===== src/rtl/coder_2_4_pending_encoder.sv =====
// Sequential 4->2 encoder: accepts a request vector, then emits one binary index
// per set bit over a valid/ready stream, lowest-first or round-robin from the last index.
module coder_2_4_pending_encoder #(
    parameter int IDX_W       = 2,
    parameter int REQ_W       = 4,
    parameter int ROUND_ROBIN = 0
) (
    input  logic             clk,
    input  logic             rst_n,
    input  logic             req_valid_i,
    input  logic [REQ_W-1:0] req_i,
    output logic             req_ready_o,
    output logic             idx_valid_o,
    output logic [IDX_W-1:0] idx_o,
    output logic             idx_last_o,
    input  logic             idx_ready_i,
    output logic             zero_req_o
);

    typedef enum logic [1:0] {
        ST_INIT  = 2'd0,
        ST_IDLE  = 2'd1,
        ST_DRAIN = 2'd2
    } state_t;

    state_t           state_q, state_d;
    logic [REQ_W-1:0] pending_q, pending_d;
    logic [IDX_W-1:0] last_idx_q, last_idx_d;
    logic             zero_req_q, zero_req_d;

    logic [IDX_W-1:0] search_start;
    logic [IDX_W-1:0] rot_pos [REQ_W];
    logic [REQ_W-1:0] rot_pending;
    logic [IDX_W-1:0] sel_off;
    logic [IDX_W-1:0] sel_idx;
    logic [REQ_W-1:0] clr_mask;
    logic             single_bit;
    logic             in_drain;

    // Fixed priority is round-robin with the search pinned to bit 0.
    assign search_start = (ROUND_ROBIN != 0) ? IDX_W'(last_idx_q + 1'b1) : '0;

    // pending rotated so that rot_pending[0] is the first candidate position;
    // REQ_W is a power of two so the IDX_W-bit add wraps naturally.
    generate
        for (genvar gi = 0; gi < REQ_W; gi++) begin : g_rot
            assign rot_pos[gi]     = search_start + IDX_W'(gi);
            assign rot_pending[gi] = pending_q[rot_pos[gi]];
        end
    endgenerate

    always_comb begin
        sel_off = '0;
        for (int k = REQ_W - 1; k >= 0; k--) begin
            if (rot_pending[k]) begin
                sel_off = IDX_W'(k);
            end
        end
    end

    assign sel_idx = search_start + sel_off;

    generate
        for (genvar gi = 0; gi < REQ_W; gi++) begin : g_clr
            assign clr_mask[gi] = (sel_idx == IDX_W'(gi));
        end
    endgenerate

    assign single_bit = (pending_q != '0) && ((pending_q & (pending_q - 1'b1)) == '0);
    assign in_drain   = (state_q == ST_DRAIN);

    always_comb begin
        state_d    = state_q;
        pending_d  = pending_q;
        last_idx_d = last_idx_q;
        zero_req_d = 1'b0;
        case (state_q)
            ST_INIT: begin
                state_d = ST_IDLE;
            end
            ST_IDLE: begin
                if (req_valid_i) begin
                    if (req_i != '0) begin
                        pending_d = req_i;
                        state_d   = ST_DRAIN;
                    end else begin
                        zero_req_d = 1'b1;
                    end
                end
            end
            ST_DRAIN: begin
                if (idx_ready_i) begin
                    pending_d  = pending_q & ~clr_mask;
                    last_idx_d = sel_idx;
                    if (single_bit) begin
                        state_d = ST_IDLE;
                    end
                end
            end
            default: begin
                state_d = ST_INIT;
            end
        endcase
    end

    always_ff @(posedge clk or negedge rst_n) begin
        if (!rst_n) begin
            state_q    <= ST_INIT;
            pending_q  <= '0;
            last_idx_q <= IDX_W'(REQ_W - 1);
            zero_req_q <= 1'b0;
        end else begin
            state_q    <= state_d;
            pending_q  <= pending_d;
            last_idx_q <= last_idx_d;
            zero_req_q <= zero_req_d;
        end
    end

    // Outputs depend only on registered state, never directly on req_i.
    assign req_ready_o = (state_q == ST_IDLE);
    assign idx_valid_o = in_drain;
    assign idx_o       = in_drain ? sel_idx : '0;
    assign idx_last_o  = in_drain & single_bit;
    assign zero_req_o  = zero_req_q;

endmodule


===== config.mk =====
export PLATFORM = sky130hd
export DESIGN_NAME = coder_2_4_pending_encoder
export DESIGN_NICKNAME = d
export VERILOG_FILES = /design/src/rtl/coder_2_4_pending_encoder.sv
export SDC_FILE = /design/constraint.sdc
export NUM_CORES = 1
export LEC_CHECK = 0
export ABC_CLOCK_PERIOD_IN_PS = 2600
export CORE_AREA = 2 2 39 41
export DETAILED_ROUTE_END_ITERATION = 8
export DIE_AREA = 0 0 41 43
export GPL_ROUTABILITY_DRIVEN = 0
export PLACE_DENSITY = 0.6
export REMOVE_ABC_BUFFERS = 1
export SLEW_MARGIN = 20
export SYNTH_ARGS = -nofsm -noshare
export SYNTH_HDL_FRONTEND = slang
export SYNTH_SLANG_ARGS = --single-unit
export TNS_END_PERCENT = 50

===== constraint.sdc =====
create_clock -name clk -period 2.6 [get_ports clk]
set_clock_uncertainty 0.2 [all_clocks]
set_input_delay 0.26 -clock clk [delete_from_list [all_inputs] [get_ports clk]]
set_output_delay 0.26 -clock clk [all_outputs]
set_load 0.02 [all_outputs]

==> flow_summary.json, run 1 <==
{
  "status": "finished clean",
  "grt_start_max_net_pins": 10,
  "coreArea_sq_um": 1380,
  "p_leak_nw": 0.257,
  "start_util": 0.325,
  "postCtsSetupBuffers": 0,
  "dp_cells": 76,
  "synth_mux_area_frac": 0,
  "worstPathArrival_ns": 1.98,
  "hp-class": "in2async",
  "yosys.area_share.simple": 0.308,
  "gr-total-overflow": 0,
  "synth_top_cell_area_share": 0.389,
  "design.portCount": 14,
  "synth_top_cell_by_area": "dfrtp_1",
  "antenna_cells": 0,
  "multi_input_area_sq_um": 253,
  "power_mw": 0.675,
  "synth-compound-area-share": 0.233,
  "stdcell_count": 80,
  "path_clk_slew_ns": 0.05,
  "p_int_mw": 0.388,
  "p_sw_mw": 0.287,
  "critPathMaxFanout": 8,
  "critical_path_class": "reg2out",
  "p_clk_frac": 0.147,
  "hold_buffers": 0,
  "utilization": 0.448,
  "rsz0062_at_grt": "false",
  "via_per_inst": 5.66,
  "synth_cells": 49,
  "yosysUniqueCellTypes": 26,
  "ys_ff_latch": 7,
  "worst_pin_slew_ns": 0.500,
  "synth_xor_area_frac": 0.0194,
  "cap_violations": 0,
  "ctsResizeCount": 0,
  "fp-row-count": 14,
  "clk_latency_ns": 0.25,
  "post-route-period-util": 0.937,
  "syn_avg_cell_area_sq_um": 9.19,
  "combinationalPowerShare": 0.500,
  "grt_first_pass_wirelength_mm": 1.77,
  "clockBufferDepth": 2,
  "cts_root_buffer": "clkbuf_4",
  "postRouteAntennaNets": 0,
  "drt_iter0_markers": 16,
  "period_minus_slack_ns": 2.44,
  "fmax_mhz": 411,
  "start_kind": "register",
  "htree_levels": 1,
  "synth_area_sq_um": 450,
  "required_ns": 2.14,
  "powerDensity_nw_per_um2": 1090,
  "hpwl_um": 842,
  "dr.pass1.iters": 4,
  "rrSetupSlack_ns": 1.00,
  "vdd_drop_max_mv": 0.639,
  "cts_made_buffers": 3,
  "vias": 453,
  "grtUsageTotal": 0.149,
  "reg2reg_depth": 3,
  "antenna_found_initial": 0,
  "slew_viol_final": 0,
  "ff_latch_area_sq_um": 175,
  "setup_viol": 0,
  "p_sw_frac": 0.425,
  "hold_violations": 0,
  "drc": 0,
  "wl_per_cell_um": 13.5,
  "timing.rr.end": "state_q[0]",
  "die_h_um": 43,
  "end_kind": "output pin",
  "drive_above_1_share": 0.109,
  "cts_tree": "built",
  "final.setup.tns_ns": 0,
  "cts.sinks": 7,
  "synth_top_family_by_area": "simple AND/OR/NAND/NOR gates",
  "n_fill_cell": 148,
  "die_x_um": 41,
  "design.die.area_sq_um": 1760,
  "final_nets": 73,
  "synth_area_leaders": "dfrtp_1, o21ai_0, o2bb2a_4, nand2b_1, and3b_1",
  "wl_mm": 1.08,
  "first_global_vias": 396,
  "maxSlewHeadroom": 0.663,
  "rr_startpoint": "pending_q[1]",
  "synth-warning-count": 0,
  "p_seq_frac": 0.353,
  "synthAdderAreaFrac": 0,
  "area_growth_pct": 37.5,
  "yosysSeqAreaShare": 0.389,
  "numPortBuffers": 13
}
-- placed cells by master, fill, tap and decap left out --
cell type	netlist	final
a211o_1	1	1
a211oi_1	1	1
a21oi_1	1	1
a2bb2oi_1	1	1
a31o_2	1	1
a32oi_1	1	1
and3_1	1	1
and3_4	1	1
and3b_1	2	2
clkbuf_1	2	1
clkbuf_4	0	3
clkdlybuf4s50_1	0	13
dfrtp_1	7	7
inv_1	4	4
nand2_1	4	4
nand2b_1	3	3
nor2_1	3	3
nor2b_1	1	1
nor3_1	1	1
nor4_1	2	2
nor4b_1	2	2
o21ai_0	4	4
o221ai_1	1	1
o2bb2a_4	1	1
o32ai_1	1	1
or3_1	1	1
or4_4	1	1
xor2_1	1	1
-- power groups by stage --
| stage | clock [mW] | combinational (mW) | sequential [mW] |
|---|---|---|---|
| CTS | 0.105 | 0.338 | 0.237 |
| global placement | 0 | 0.338 | 0.236 |
| finish | 0.0991 | 0.337 | 0.238 |
| detailed placement | 0 | 0.337 | 0.237 |
| floorplan | 0 | 0.231 | 0.216 |
| global route | 0.109 | 0.369 | 0.250 |
-- registers in the layout (all words and copies together), names as in the netlist --
| register | cells |
|---|---|
| zero_req_o | 1 |
| pending_q | 4 |
| state_q | 2 |
-- metal layers --
layer  vias up  track usage  share of wire
li1        213            -              -
met1       215        0.205           0.47
met2        25        0.200           0.46
met3         0       0.0628          0.073
met4         0       0.0600              0
met5         -            0              0
-- worst max-delay path: stages (launching register included) --
cell and delay, ns:
dfrtp_1 0.46, xor2_1 0.19, a211oi_1 0.44, nor2_1 0.08, clkdlybuf4s50_1 0.55
-- layout make-up --
cell class | instances | share of cell area
clock buffer | 4 | 0.0424
sequential | 7 | 0.283
tap | 16 | 0.0323
multi-input combinational | 36 | 0.408
timing repair buffer | 13 | 0.210
inverter | 4 | 0.0242
-- cells by family after synthesis --
family	Yosys count
AND/OR/NAND/NOR	22
flip-flops	7
AO/OA/AOI/OAI	13
buffers and inverters	6
XOR/XNOR	1
-- through the flow --
step / cell area [sq um] / setup slack [ns] / hold slack [ns]
after floorplan: 443 / 0.832 / -0.236
after global placement: 593 / 0.377 / 0.352
after detailed placement: 593 / 0.436 / 0.355
after CTS: 619 / 0.144 / 0.0778
after global routing: 619 / 0.0204 / 0.108
final: 619 / 0.164 / 0.0828
-- worst max-delay path by stage --
| stage | from | end | slack (ns) | cells after the start |
|---|---|---|---|---|
| floorplan | state_q[0] | idx_o[1] | 0.83 | 2 |
| global placement | pending_q[1] | idx_last_o | 0.38 | 4 |
| detailed placement | pending_q[1] | idx_last_o | 0.44 | 4 |
| CTS | pending_q[1] | idx_last_o | 0.14 | 4 |
| global route | pending_q[1] | idx_last_o | 0.02 | 4 |
| finish | pending_q[1] | idx_last_o | 0.16 | 4 |
-- synthesized netlist by cell type --
| cell type | instances |
|---|---|
| and3_4 | 1 |
| nand2b_1 | 3 |
| o221ai_1 | 1 |
| a21oi_1 | 1 |
| inv_1 | 4 |
| nor4b_1 | 2 |
| a32oi_1 | 1 |
| clkbuf_1 | 2 |
| nand2_1 | 4 |
| nor3_1 | 1 |
| nor4_1 | 2 |
| o32ai_1 | 1 |
| o2bb2a_4 | 1 |
| or4_4 | 1 |
| a31o_2 | 1 |
| and3b_1 | 2 |
| and3_1 | 1 |
| a2bb2oi_1 | 1 |
| a211o_1 | 1 |
| xor2_1 | 1 |
| o21ai_0 | 4 |
| dfrtp_1 | 7 |
| or3_1 | 1 |
| nor2_1 | 3 |
| a211oi_1 | 1 |
| nor2b_1 | 1 |
Power figures use the tool's default switching activity.
==> run 2: changes to the inputs <==
Settings changed: MAX_ROUTING_LAYER from default to met4.
==> run 2 against run 1 <==
Compared with the run above: sequential power about the same; critical path depth unchanged; global-route usage increased by 0.37 points; die area unchanged; critical path type unchanged; highest routed layer unchanged.
==> flow_summary.json, run 2 (synthesis results as in run 1) <==
{
  "clockBufferDepth": 2,
  "hold_violations": 0,
  "worstPathArrival_ns": 1.98,
  "start_util": 0.325,
  "combinationalPowerShare": 0.500,
  "period_minus_slack_ns": 2.44,
  "final.setup.tns_ns": 0,
  "wl_per_cell_um": 13.6,
  "end_kind": "output pin",
  "critPathMaxFanout": 8,
  "required_ns": 2.14,
  "top_register": "pending_q",
  "vias": 450,
  "placed_cell_area_sq_um": 593,
  "grt_first_pass_wirelength_mm": 1.77,
  "worst_path_largest_cell_delay_ns": 0.55,
  "drt_iter0_markers": 15,
  "p_sw_frac": 0.426,
  "startpoint": "pending_q[1]",
  "worst_pin_slew_ns": 0.522,
  "dr.pass1.iters": 4,
  "cts.sinks": 7,
  "setup_viol": 0,
  "largest_reg_flops": 4,
  "htree_levels": 1,
  "die_h_um": 43,
  "grtUsageTotal": 0.153,
  "postRouteAntennaNets": 0,
  "cap_violations": 0,
  "cp_cell_sequence": "xor2_1 -> a211oi_1 -> nor2_1 -> clkdlybuf4s50_1",
  "n_fill_cell": 148,
  "hold_buffers": 0,
  "antenna_found_initial": 0,
  "powerDensity_nw_per_um2": 1090,
  "design.portCount": 14,
  "path_clk_slew_ns": 0.05,
  "maxSlewHeadroom": 0.649,
  "coreArea_sq_um": 1380,
  "critical_path_class": "reg2out",
  "cts_root_buffer": "clkbuf_4",
  "clk_latency_ns": 0.25,
  "design.die.area_sq_um": 1760,
  "post-route-period-util": 0.940,
  "drc": 0,
  "hpwl_um": 842,
  "postCtsSetupBuffers": 0,
  "p_sw_mw": 0.287,
  "first_global_vias": 392,
  "p_int_mw": 0.388,
  "slew_viol_final": 0,
  "layout_commonest_cell": "clkdlybuf4s50_1",
  "area_growth_pct": 37.5,
  "rsz0062_at_grt": "false",
  "antenna_cells": 0,
  "gr-total-overflow": 0,
  "p_clk_frac": 0.146,
  "status": "finished clean",
  "rrSetupSlack_ns": 0.99,
  "vdd_drop_max_mv": 0.641,
  "hp-class": "in2async",
  "drive_above_1_share": 0.109,
  "cts_made_buffers": 3,
  "p_leak_nw": 0.257,
  "mostFrequentLayoutCells": "clkdlybuf4s50_1, dfrtp_1, inv_1, o21ai_0, nand2_1",
  "ctsResizeCount": 0,
  "final_nets": 73,
  "wl_mm": 1.09,
  "fmax_mhz": 409,
  "crit_slowest_cell": "clkdlybuf4s50_1",
  "cts_tree": "built",
  "fp-row-count": 14,
  "numPortBuffers": 13,
  "p_seq_frac": 0.353,
  "die_x_um": 41,
  "rr_startpoint": "pending_q[1]",
  "critPathCapture": "idx_last_o",
  "design_area_sq_um": 619,
  "reg2reg_depth": 3,
  "timing.rr.end": "state_q[0]",
  "via_per_inst": 5.63,
  "start_kind": "register",
  "grt_start_max_net_pins": 10
}
## run 2: through the flow
step | hold slack, ns | utilization | setup slack (ns) | cells | total power, mW
finish | 0.0835 | 0.448 | 0.156 | 80 | 0.675
detailed placement | 0.355 | 0.429 | 0.436 | 76 | 0.574
global placement | 0.352 | 0.429 | 0.377 | 76 | 0.574
global route | 0.108 | 0.448 | 0.0204 | 80 | 0.727
floorplan | -0.236 | - | 0.832 | 47 | 0.448
CTS | 0.0778 | 0.448 | 0.144 | 80 | 0.679
## run 2: cell type report
class	instances	area (sq um)	share of cell area
clock buffers	4	26.3	0.0424
inverters	4	15.0	0.0242
multi-input cells	36	253	0.408
flip-flops and latches	7	175	0.283
well taps	16	20.0	0.0323
repair buffers	13	130	0.210
## run 2: worst max-delay path: cells and delay by family, from the launching register on
| kind | cells | cell delay (ns) |
|---|---|---|
| and+or+nand+nor | 1 | 0.08 |
| DFF | 1 | 0.46 |
| buffers and inverters | 1 | 0.55 |
| xor gates and xnor gates | 1 | 0.19 |
| AOI/OAI and AO/OA | 1 | 0.45 |
## run 2: worst min-delay path by stage
stage                         endpoint  start  cells past startpoint  slack [ns]
after global placement    pending_q[3]  rst_n                      1        0.35
after detailed placement  pending_q[2]  rst_n                      1        0.35
final                     pending_q[2]  rst_n                      1        0.08
after global routing      pending_q[2]  rst_n                      1        0.11
after CTS                 pending_q[2]  rst_n                      1        0.08
after floorplan           pending_q[0]  rst_n                      0       -0.24
## run 2: power groups by stage
stage	Sequential (mW)	Combinational [mW]	Clock, mW
after floorplan	0.216	0.231	0
after global placement	0.236	0.338	0
after detailed placement	0.237	0.337	0
after CTS	0.237	0.338	0.105
after global routing	0.250	0.369	0.109
final	0.238	0.338	0.0988
## run 2: layer usage
metal | vias to the layer above | global-route usage | wire length [um]
met1 | 215 | 0.205 | 515
li1 | 213 | - | -
met4 | 0 | 0.0600 | 0
met5 | - | - | 0
met2 | 22 | 0.200 | 501
met3 | 0 | 0.0628 | 71
